$ cat src/rtl/tahmin_kontrol.sv
// tahmin_kontrol: round controller feeding step counts and a guess into tahmin, scoring each round.
// Optional guess-window timeout is built only when TAHMIN_ZAMAN_ASIMI_EN is defined.
module tahmin_kontrol #(
  parameter int ZAMAN_ASIMI = 1000,
  parameter int SAYAC_W     = 8
) (
  input  logic               clk,
  input  logic               rst,
  input  logic               basla,
  input  logic               sag_btn,
  input  logic               asagi_btn,
  input  logic               onayla,
  input  logic [3:0]         sayi_giris,
  input  logic               tahmin_dogru,
  output logic [1:0]         sag_adim,
  output logic [1:0]         asagi_adim,
  output logic [3:0]         sayi,
  output logic [2:0]         durum,
  output logic               sonuc_dogru,
  output logic               sonuc_gecerli,
  output logic               hata,
  output logic               zaman_asimi,
  output logic [SAYAC_W-1:0] dogru_sayac,
  output logic [SAYAC_W-1:0] yanlis_sayac
);

  // state  | meaning
  // BOSTA  | idle, steps and guess held at 0
  // ADIM   | collecting right/down step presses
  // TAHMIN | waiting for a confirmed guess in 1..9
  // KARAR  | one cycle: score the settled tahmin_dogru
  // SONUC  | holding the round result until restart
  localparam logic [2:0] BOSTA  = 3'd0;
  localparam logic [2:0] ADIM   = 3'd1;
  localparam logic [2:0] TAHMIN = 3'd2;
  localparam logic [2:0] KARAR  = 3'd3;
  localparam logic [2:0] SONUC  = 3'd4;

  localparam logic [SAYAC_W-1:0] SAYAC_MAX = '1;

  logic basla_q, sag_q, asagi_q, onayla_q;
  logic basla_ev, sag_ev, asagi_ev, onayla_ev;
  logic onay_gecerli;
  logic sure_doldu;

  assign basla_ev     = basla & ~basla_q;
  assign sag_ev       = sag_btn & ~sag_q;
  assign asagi_ev     = asagi_btn & ~asagi_q;
  assign onayla_ev    = onayla & ~onayla_q;
  assign onay_gecerli = onayla_ev && (sayi_giris != 4'd0) && (sayi_giris <= 4'd9);

`ifdef TAHMIN_ZAMAN_ASIMI_EN
  localparam int PENCERE_W = (ZAMAN_ASIMI > 2) ? $clog2(ZAMAN_ASIMI) : 1;

  logic [PENCERE_W-1:0] pencere;

  assign sure_doldu = (pencere == PENCERE_W'(ZAMAN_ASIMI - 1));

  // Held at zero outside TAHMIN, so every entry starts a fresh window.
  always_ff @(posedge clk) begin
    if (rst || durum != TAHMIN)
      pencere <= '0;
    else if (!sure_doldu)
      pencere <= pencere + 1'b1;
  end
`else
  assign sure_doldu = 1'b0;
`endif

  always_ff @(posedge clk) begin
    if (rst) begin
      basla_q       <= 1'b0;
      sag_q         <= 1'b0;
      asagi_q       <= 1'b0;
      onayla_q      <= 1'b0;
      durum         <= BOSTA;
      sag_adim      <= 2'd0;
      asagi_adim    <= 2'd0;
      sayi          <= 4'd0;
      sonuc_dogru   <= 1'b0;
      sonuc_gecerli <= 1'b0;
      hata          <= 1'b0;
      zaman_asimi   <= 1'b0;
      dogru_sayac   <= '0;
      yanlis_sayac  <= '0;
    end else begin
      basla_q       <= basla;
      sag_q         <= sag_btn;
      asagi_q       <= asagi_btn;
      onayla_q      <= onayla;
      sonuc_gecerli <= 1'b0;
      hata          <= 1'b0;
      case (durum)
        BOSTA: begin
          sag_adim   <= 2'd0;
          asagi_adim <= 2'd0;
          sayi       <= 4'd0;
          if (basla_ev) durum <= ADIM;
        end
        ADIM: begin
          if (basla_ev) begin
            sag_adim   <= 2'd0;
            asagi_adim <= 2'd0;
          end else if (onayla_ev) begin
            durum <= TAHMIN;
          end else begin
            if (sag_ev && sag_adim != 2'd3)     sag_adim   <= sag_adim + 2'd1;
            if (asagi_ev && asagi_adim != 2'd3) asagi_adim <= asagi_adim + 2'd1;
          end
        end
        TAHMIN: begin
          if (basla_ev) begin
            sag_adim   <= 2'd0;
            asagi_adim <= 2'd0;
            sayi       <= 4'd0;
            durum      <= ADIM;
          end else if (onay_gecerli) begin
            sayi  <= sayi_giris;
            durum <= KARAR;
          end else begin
            if (onayla_ev) hata <= 1'b1;
            // Expired window scores as a wrong round without passing through KARAR.
            if (sure_doldu) begin
              if (yanlis_sayac != SAYAC_MAX) yanlis_sayac <= yanlis_sayac + 1'b1;
              sonuc_dogru   <= 1'b0;
              zaman_asimi   <= 1'b1;
              sonuc_gecerli <= 1'b1;
              durum         <= SONUC;
            end
          end
        end
        KARAR: begin
          sonuc_dogru <= tahmin_dogru;
          if (tahmin_dogru) begin
            if (dogru_sayac != SAYAC_MAX) dogru_sayac <= dogru_sayac + 1'b1;
          end else begin
            if (yanlis_sayac != SAYAC_MAX) yanlis_sayac <= yanlis_sayac + 1'b1;
          end
          zaman_asimi   <= 1'b0;
          sonuc_gecerli <= 1'b1;
          durum         <= SONUC;
        end
        SONUC: begin
          if (basla_ev) begin
            sag_adim   <= 2'd0;
            asagi_adim <= 2'd0;
            sayi       <= 4'd0;
            durum      <= ADIM;
          end
        end
        default: durum <= BOSTA;
      endcase
    end
  end

endmodule

$ cat config.mk
export PLATFORM = sky130hd
export DESIGN_NAME = tahmin_kontrol
export DESIGN_NICKNAME = d
export VERILOG_FILES = /design/src/rtl/tahmin_kontrol.sv
export SDC_FILE = /design/constraint.sdc
export NUM_CORES = 1
export LEC_CHECK = 0
export CORE_UTILIZATION = 30
export DETAILED_ROUTE_END_ITERATION = 6
export PLACE_DENSITY = 0.56
export SYNTH_ARGS = -nofsm -noshare
export SYNTH_HDL_FRONTEND = slang
export SYNTH_SLANG_ARGS = --single-unit
$ cat constraint.sdc
create_clock -name clk -period 1.35 [get_ports clk]
set_input_delay 0.2025 -clock clk [delete_from_list [all_inputs] [get_ports clk]]
set_output_delay 0.2025 -clock clk [all_outputs]
set_load 0.005 [all_outputs]
==> results_dict.tcl, run 1 <==
set metrics [dict create \
    outcome "finished, violations left" \
    violations "negative setup slack" \
    die_x_um 76.1 \
    postSynthAreaPerCell_um2 9.01 \
    holdPathEnd "sayi[3]" \
    r2r_slack_ps -30 \
    postRouteAntennaNets 0 \
    wl_per_cell_um 11.8 \
    cts_tree "built" \
    syn_area_um2 1650 \
    grt_max_degree 18 \
    min_path_type "in2reg" \
    skew_ps 3.33 \
    r2r_cells 4 \
    yosys.cell_types.count 45 \
    cap_violations 0 \
    maxSlewViolCount 0 \
    antenna_found_initial 0 \
    rsz0062_at_grt "true" \
    final_nets 274 \
    globalRoute.totalOverflow 0 \
    worstHoldStart "sayi_giris[3]" \
    cp-start-kind "flop" \
    setup_tns_ps -45.7 \
    end_kind "flop" \
    worstHoldPathCells 3 \
    crit_arrival_ps 1600 \
    place_hpwl_um 2770 \
    cts.sinks 34 \
    r2r-end "yanlis_sayac[5]" \
    first_pass_iters 4 \
    cts.path.max_buffers 2 \
    io_buffers 40 \
    antenna_cells 0 \
    clk_latency_ps 290 \
    htree_levels 2 \
    setup_violations 2 \
    synth.area.top_cells "dfxtp_1, mux2i_1, nand2b_1" \
    path_max_fanout 5 \
    core_area_um2 5200 \
    final_cells 330 \
    fmax_mhz 727 \
    root_buffer "clkbuf_8" \
    grt_pass1_vias 1506 \
    ys_seq_elements 34 \
    cts_buffers 5 \
    fin_crit_ps 1380 \
    worst_slack_ps -25.2 \
    gp_congestion 0.737 \
    leakagePower_nw 1.24 \
    ys_seq_area_share_pct 41.3 \
    worstReg2RegStart "durum[2]" \
    p_per_area_nw_per_um2 773 \
    grt_pass1_wl_um 6710 \
    start_util_pct 31.7 \
    viasPerCell 4.72 \
    synth_edf_count 0 \
    drc_errors 0 \
    vdd_drop_max_v 0.000348 \
    dr_total_vias 1558 \
    fp.dieArea_um2 5800 \
    drive_above_1_share_pct 38.1 \
    drt-initial-drc-count 57 \
    yosys-top-cells-count "dfxtp_1, nor2_1, nand2b_1" \
    yosysMostFrequentCell "dfxtp_1" \
    synthCells 183 \
    min_period_over_period_pct 102 \
    synth_top_area_cell "dfxtp_1" \
    preCtsSetupSlack_ps -506 \
    cp.required_ps 1570 \
    grt_usage_pct 14.6 \
    row_count 26 \
    path_class "reg2reg" \
    syn_to_final_growth_pct 58.6 \
    clk_pin_slew_ps 70 \
    synth_fp_nets 198 \
    power_w 0.00202 \
    synth_warnings 0 \
    hold_buffers 0 \
    async_flop_share_pct 0 \
    io_pins 42 \
    wl_um 3880 \
    dp_cells 315 \
    yosysTopAreaCellShare_pct 41.3 \
    hold_violations 0 \
    die_height_um 76.1 \
    ys.flop_type "dfxtp_1" \
]
-- critical path, cell delays in order (launching register included) --
cell and delay [ps]:
dfxtp_4 360, and4bb_2 360, o2111ai_4 130, or3_1 320
a21oi_1 140
-- routing by layer --
metal / routed length (um) / global-route usage (%)
met2: 1690 / 22.8
met1: 1920 / 18.2
met3: 183 / 3.83
met5: 0 / 0
met4: 91 / 8.08
-- timing repair --
action / in CTS / in global routing
buffers inserted: 7 / 1
gates resized for setup: 58 / 35
pin swaps: 5 / 12
setup endpoints to repair: 38 / 33
-- area by class of cell --
| class | instances | area, um2 |
|---|---|---|
| Inverter | 7 | 26.3 |
| Timing Repair Buffer | 77 | 671 |
| Sequential cell | 34 | 733 |
| Fill cell | 510 | 2590 |
| Clock buffer | 7 | 86.3 |
| Tap cell | 70 | 87.6 |
| Clock inverter | 1 | 5.00 |
| Multi-Input combinational cell | 134 | 1010 |
-- how the worst max path moves through the flow --
| stage | from | end | slack (ps) | cells past startpoint |
|---|---|---|---|---|
| 3_3_place_gp | sayi_giris[1] | sayi[3] | -480 | 5 |
| 3_5_place_dp | sayi_giris[1] | sayi[2] | -510 | 5 |
| 2_1_floorplan | durum[0] | yanlis_sayac[7] | -30 | 5 |
| 5_1_grt | durum[2] | yanlis_sayac[7] | -60 | 4 |
| 4_1_cts | durum[2] | yanlis_sayac[7] | -80 | 4 |
| 6_report | durum[2] | yanlis_sayac[5] | -30 | 4 |
-- cells by family after synthesis --
kind of cell / Yosys count / share of synthesized area [%]
flops: 34 / 41.3
fa+ha+maj: 4 / 3.04
compound gates: 33 / 13.7
xor+xnor: 5 / 2.66
other cells: 1 / 0.227
mux: 10 / 6.07
simple gates: 81 / 28.9
buf+inv: 15 / 4.10
-- registers in the layout (all words and copies together) (netlist names), 2 cells and up --
name          count
yanlis_sayac      8
dogru_sayac       8
sag_adim          2
asagi_adim        2
sayi              4
durum             3
-- power by group --
part | internal [W] | switching [W]
Clock | 0.000412 | 0.000380
Combinational | 0.000118 | 0.0000940
Sequential | 0.00101 | 0.0000128
Total | 0.00154 | 0.000487
-- placed cells by master (no fill, tap or decap), types with 3 or more instances in the layout --
cell type         n
clkbuf_2          3
mux2i_1          10
clkbuf_8          6
buf_4            35
and3_1            3
a21oi_1          10
dfxtp_1           6
ha_1              3
buf_6             3
inv_2             3
clkdlybuf4s50_1  10
and2_1            5
nand2_1          11
inv_1             4
nor2_1           15
nand4_1           4
nand3_1           4
xor2_1            4
dlymetal6s2s_1    8
nand2b_1         12
nor2b_1           4
o21ai_1           4
dfxtp_2          21
or3_1             3
dfxtp_4           7
a31oi_1           4
dlygate4sd2_1    17
-- through the flow --
step	instance area [um2]	utilization [%]	hold slack, ps
finish	2620	50.3	148
global placement	2330	44.8	467
floorplan	1670	-	331
CTS	2520	48.3	251
global route	2620	50.3	159
detailed placement	2330	44.8	475
No activity file was read; power rests on OpenSTA's default activity.
==> inputs of run 2 (changes only) <==
Settings changed: ABC_CLOCK_PERIOD_IN_PS from default to 1350, RECOVER_POWER from default to 100.
==> run 2 against run 1 <==
  * The flow still finishes with violations (negative setup slack)
  * Clock skew barely moved
  * Utilization fell by 0.79 points
  * Power fell by 0.26%
  * Fmax rose by 0.29%
  * Worst setup slack improved by 3.9 ps
  * Flip-flop and latch count did not move
  * Routed wire length fell by 0.41%
==> results_dict.tcl, run 2 (synthesis gave the netlist of run 1 again) <==
set metrics [dict create \
    outcome "finished, violations left" \
    violations "negative setup slack" \
    root_buffer "clkbuf_8" \
    fin_crit_ps 1370 \
    min_path_type "in2reg" \
    clk_pin_slew_ps 70 \
    drc_errors 0 \
    worstReg2RegStart "durum[2]" \
    io_buffers 40 \
    grt_usage_pct 14.6 \
    r2r_slack_ps -20 \
    wl_um 3870 \
    switchingPower_w 0.000481 \
    antenna_cells 0 \
    holdPathEnd "sayi[3]" \
    power_switching_share_pct 23.9 \
    fmax_mhz 729 \
    worstHoldStart "sayi_giris[3]" \
    end_kind "flop" \
    power_frac_comb_pct 10.3 \
    place_hpwl_um 2770 \
    utilization_pct 49.5 \
    row_count 26 \
    crit_arrival_ps 1590 \
    crit_path_max_incr_delay_ps 360 \
    cts.sinks 34 \
    die_x_um 76.1 \
    worstHoldPathCells 3 \
    p_per_area_nw_per_um2 783 \
    cp.required_ps 1570 \
    rsz0062_at_grt "true" \
    grt_pass1_vias 1506 \
    gp_congestion 0.737 \
    grt_max_degree 18 \
    cts.path.max_buffers 2 \
    crit_slowest_cell "dfxtp_4" \
    cp-start-kind "flop" \
    vdd_drop_max_v 0.000344 \
    viasPerCell 4.70 \
    maxSlewViolCount 0 \
    layout_common_cells "buf_4, dfxtp_1, dlygate4sd2_1" \
    io_pins 42 \
    internal-power_w 0.00154 \
    cap_violations 0 \
    seq_power_share_pct 50.6 \
    core_area_um2 5200 \
    dr_total_vias 1552 \
    die_height_um 76.1 \
    worstPathCellList "and4bb_2, o2111ai_4, or3_1, a21oi_1" \
    antenna_found_initial 0 \
    fp.dieArea_um2 5800 \
    dpl_cell_area_um2 2330 \
    r2r_cells 4 \
    drt-initial-drc-count 76 \
    power_frac_clock_pct 39.1 \
    final_nets 274 \
    globalRoute.totalOverflow 0 \
    final_common_cell "buf_4" \
    start_util_pct 31.7 \
    cts_buffers 5 \
    setup_violations 2 \
    worst_slack_ps -21.2 \
    htree_levels 2 \
    setup_tns_ps -42.2 \
    cts_tree "built" \
    path_max_fanout 5 \
    first_pass_iters 5 \
    wl_per_cell_um 11.7 \
    syn_to_final_growth_pct 56.1 \
    postRouteAntennaNets 0 \
    path_class "reg2reg" \
    skew_ps 3.44 \
    finish.instance_area_um2 2570 \
    min_period_over_period_pct 102 \
    leakagePower_nw 1.21 \
    reg_top3 "dogru_sayac (8), yanlis_sayac (8), sayi (4)" \
    r2r-end "yanlis_sayac[7]" \
    drive_above_1_share_pct 31.9 \
    grt_pass1_wl_um 6710 \
    hold_violations 0 \
    clk_latency_ps 290 \
]
-- run 2: worst max path at each step --
| stage | start | endpoint | slack, ps |
|---|---|---|---|
| finish | durum[2] | yanlis_sayac[7] | -20 |
| detailed placement | sayi_giris[1] | sayi[2] | -510 |
| global route | durum[2] | yanlis_sayac[7] | -60 |
| CTS | durum[2] | yanlis_sayac[7] | -80 |
| global placement | sayi_giris[1] | sayi[3] | -480 |
| floorplan | durum[0] | yanlis_sayac[7] | -30 |
-- run 2: what timing repair did --
action,CTS,global route
setup endpoints to repair,38,33
hold buffers,0,0
resized for setup,58,35
pin swaps,5,12
buffers inserted,7,1
-- run 2: worst max-delay path, delay by kind of cell, from the launching register on --
family	cells	cell delay, ps
AND/OR/NAND/NOR	2	690
AO/OA/AOI/OAI	2	250
flip-flops	1	360
-- run 2: layout make-up --
cell class / instances / area (um2)
Clock inverter: 1 / 5.00
Multi-Input combinational cell: 134 / 1000
Fill cell: 522 / 2630
Timing Repair Buffer: 77 / 659
Clock buffer: 7 / 86.3
Sequential cell: 34 / 709
Inverter: 7 / 26.3
Tap cell: 70 / 87.6
-- run 2: power by group through the flow --
stage	Clock, W	Sequential (W)	Combinational [W]
2_1_floorplan	0	0.00105	0.000102
3_3_place_gp	0	0.00105	0.000196
3_5_place_dp	0	0.00105	0.000197
4_1_cts	0.000829	0.00102	0.000199
5_1_grt	0.000863	0.00102	0.000228
6_report	0.000788	0.00102	0.000208
-- run 2: stage by stage --
stage	std cells	hold slack, ps	setup slack [ps]	total power (W)
floorplan	183	331	-31.6	0.00115
global placement	315	467	-481	0.00125
detailed placement	315	475	-506	0.00125
CTS	329	251	-79.9	0.00204
global route	330	159	-64.7	0.00211
finish	330	150	-21.2	0.00202
-- run 2: metal layers --
metal | share of wire [%] | track usage, % | wire length (um) | vias to the layer above
met5 | 0 | 0 | 0 | -
met4 | 2.0 | 8.08 | 78 | 0
met2 | 44 | 22.8 | 1710 | 34
met1 | 49 | 18.2 | 1900 | 705
met3 | 4.8 | 3.83 | 187 | 6
li1 | - | - | - | 807
==> inputs of run 3 (changes only) <==
--- a/config.mk
+++ b/config.mk
@@ -12,2 +12,3 @@
 export RECOVER_POWER = 100
+export SLEW_MARGIN = 20
 export SYNTH_ARGS = -nofsm -noshare
==> constraint.sdc (replaced) <==
create_clock -name clk -period 1.35 [get_ports clk]
set_input_delay 0.405 -clock clk [delete_from_list [all_inputs] [get_ports clk]]
set_output_delay 0.405 -clock clk [all_outputs]
set_load 0.005 [all_outputs]
==> run 3 against run 2 <==
  * The flow still finishes with violations (negative setup slack)
  * Utilization up 5.3 points
  * Critical path type unchanged
  * Worst hold slack better by 230 ps
  * Critical endpoint is now yanlis_sayac[2]
  * Design area up 11%
  * Highest routed layer unchanged
  * Via count up 6.9%
  * Power up 6.9%
  * Critical path depth up 2
  * Worst setup slack worse by 98 ps
  * Global-route usage up 0.61 points
  * Clock power up 13%
  * Sequential share of layout area down 2.4 points
  * Clock skew up 3.2 ps
  * Register-to-register slack worse by 98 ps
==> results_dict.tcl, run 3 (synthesis gave the netlist of run 1 again) <==
set metrics [dict create \
    outcome "finished, violations left" \
    violations "negative setup slack" \
    end_kind "flop" \
    grt.met2_usage_pct 23.6 \
    cts.sinks 34 \
    antenna_cells 0 \
    internal-power_w 0.00166 \
    power_frac_comb_pct 11.3 \
    crit_arrival_ps 1680 \
    postRouteAntennaNets 0 \
    place_hpwl_um 2740 \
    wl_um 4410 \
    die_x_um 76.1 \
    fmax_mhz 681 \
    min_period_over_period_pct 109 \
    clk_pin_slew_ps 70 \
    wl_per_cell_um 12.6 \
    syn_to_final_growth_pct 72.8 \
    drt-initial-drc-count 34 \
    rsz0062_at_grt "true" \
    fin_crit_ps 1470 \
    met3_usage_pct 3.59 \
    vdd_drop_max_v 0.000555 \
    htree_levels 2 \
    power_switching_share_pct 22.8 \
    n_fill_cell 498 \
    grt_usage_pct 15.2 \
    dr_total_vias 1659 \
    cts_tree "built" \
    globalRoute.totalOverflow 0 \
    min_path_type "in2reg" \
    dp_cells 315 \
    io_pins 42 \
    row_count 26 \
    path_max_fanout 7 \
    gp_congestion 0.764 \
    multi_input_area_um2 1100 \
    grt_pass1_vias 1609 \
    seq_power_share_pct 47.5 \
    layout_common_cells "buf_4, dlygate4sd2_1, dfxtp_2" \
    skew_ps 6.61 \
    start_util_pct 31.7 \
    maxSlewViolCount 0 \
    io_buffers 40 \
    p_per_area_nw_per_um2 756 \
    switchingPower_w 0.000492 \
    root_buffer "clkbuf_8" \
    busiest_layer "met2" \
    final_common_cell "buf_4" \
    final_nets 293 \
    cts_buffers 5 \
    cts.path.max_buffers 2 \
    cap_violations 0 \
    core_area_um2 5200 \
    worst_slack_ps -119 \
    viasPerCell 4.75 \
    cp-start-kind "flop" \
    path_class "reg2reg" \
    first_pass_iters 4 \
    power_frac_clock_pct 41.2 \
    hold_violations 0 \
    holdWs_ps 383 \
    met1_usage_pct 20.5 \
    leakagePower_nw 1.29 \
    reg_top3 "dogru_sayac (8), yanlis_sayac (8), sayi (4)" \
    grt_pass1_wl_um 7200 \
    cp.required_ps 1560 \
    final_cells 349 \
    regArea_um2 716 \
    grt_max_degree 17 \
    clk_latency_ps 280 \
    fp.dieArea_um2 5800 \
    preCtsSetupSlack_ps -724 \
    drive_above_1_share_pct 44.4 \
    antenna_found_initial 0 \
    drc_errors 0 \
    die_height_um 76.1 \
    setup_violations 15 \
]
run 3: cell count changes in the layout (fill, tap and decap cells not counted), sizes merged, moves of 3 or more:
cell and delta:
clkdlybuf4s50 -10, clkbuf -3, dlymetal6s2s -7, dlygate4sd2 +18, buf +23
run 3: timing repair:
action                                  in CTS  in global routing
hold buffers                                 0                  0
pin swaps                                   16                 20
setup buffers                               21                  7
endpoints found under the setup margin      56                 25
resized for setup                          103                 19
run 3: worst max-delay path, cell delays in order (launching register included):
cell	delay, ps
dfxtp_4	350
buf_8	110
and4bb_2	310
buf_6	120
o21ai_4	50
or3_1	330
a21oi_1	130
run 3: cell type report:
| class | count | area share, % |
|---|---|---|
| clock buffers | 8 | 3.86 |
| inverters | 7 | 0.922 |
| well taps | 70 | 3.07 |
| repair buffers | 96 | 28.4 |
| multi-input cells | 134 | 38.6 |
| flip-flops and latches | 34 | 25.1 |
run 3: per-layer routing:
metal / up-vias / wire [um]
li1: 843 / -
met1: 774 / 2080
met2: 36 / 2080
met3: 6 / 184
met4: 0 / 62
met5: - / 0
run 3: path summary, 6_finish.rpt:
kind              slack (ps)         endpoint  cells past startpoint     startpoint
setup / recovery        -120  yanlis_sayac[2]                      6       durum[1]
hold / removal           380          sayi[0]                      3  sayi_giris[0]
setup reg to reg        -120  yanlis_sayac[2]                      6       durum[1]
hold reg to reg          470          sayi[3]                      2        sayi[3]
run 3: per-stage QoR:
step | total power [W] | utilization (%) | area (um2) | setup TNS (ps)
global placement | 0.00125 | 44.8 | 2330 | -13340
detailed placement | 0.00125 | 44.8 | 2330 | -12940
global route | 0.00224 | 54.8 | 2850 | -2080
floorplan | 0.00115 | - | 1670 | -917
finish | 0.00216 | 54.8 | 2850 | -757
CTS | 0.00216 | 52.2 | 2720 | -850
run 3: power groups by stage:
stage / sequential (W) / clock (W) / combinational [W]
finish: 0.00102 / 0.000889 / 0.000243
global route: 0.00103 / 0.000947 / 0.000263
CTS: 0.00102 / 0.000915 / 0.000218
detailed placement: 0.00106 / 0 / 0.000192
global placement: 0.00105 / 0 / 0.000192
floorplan: 0.00105 / 0 / 0.000102
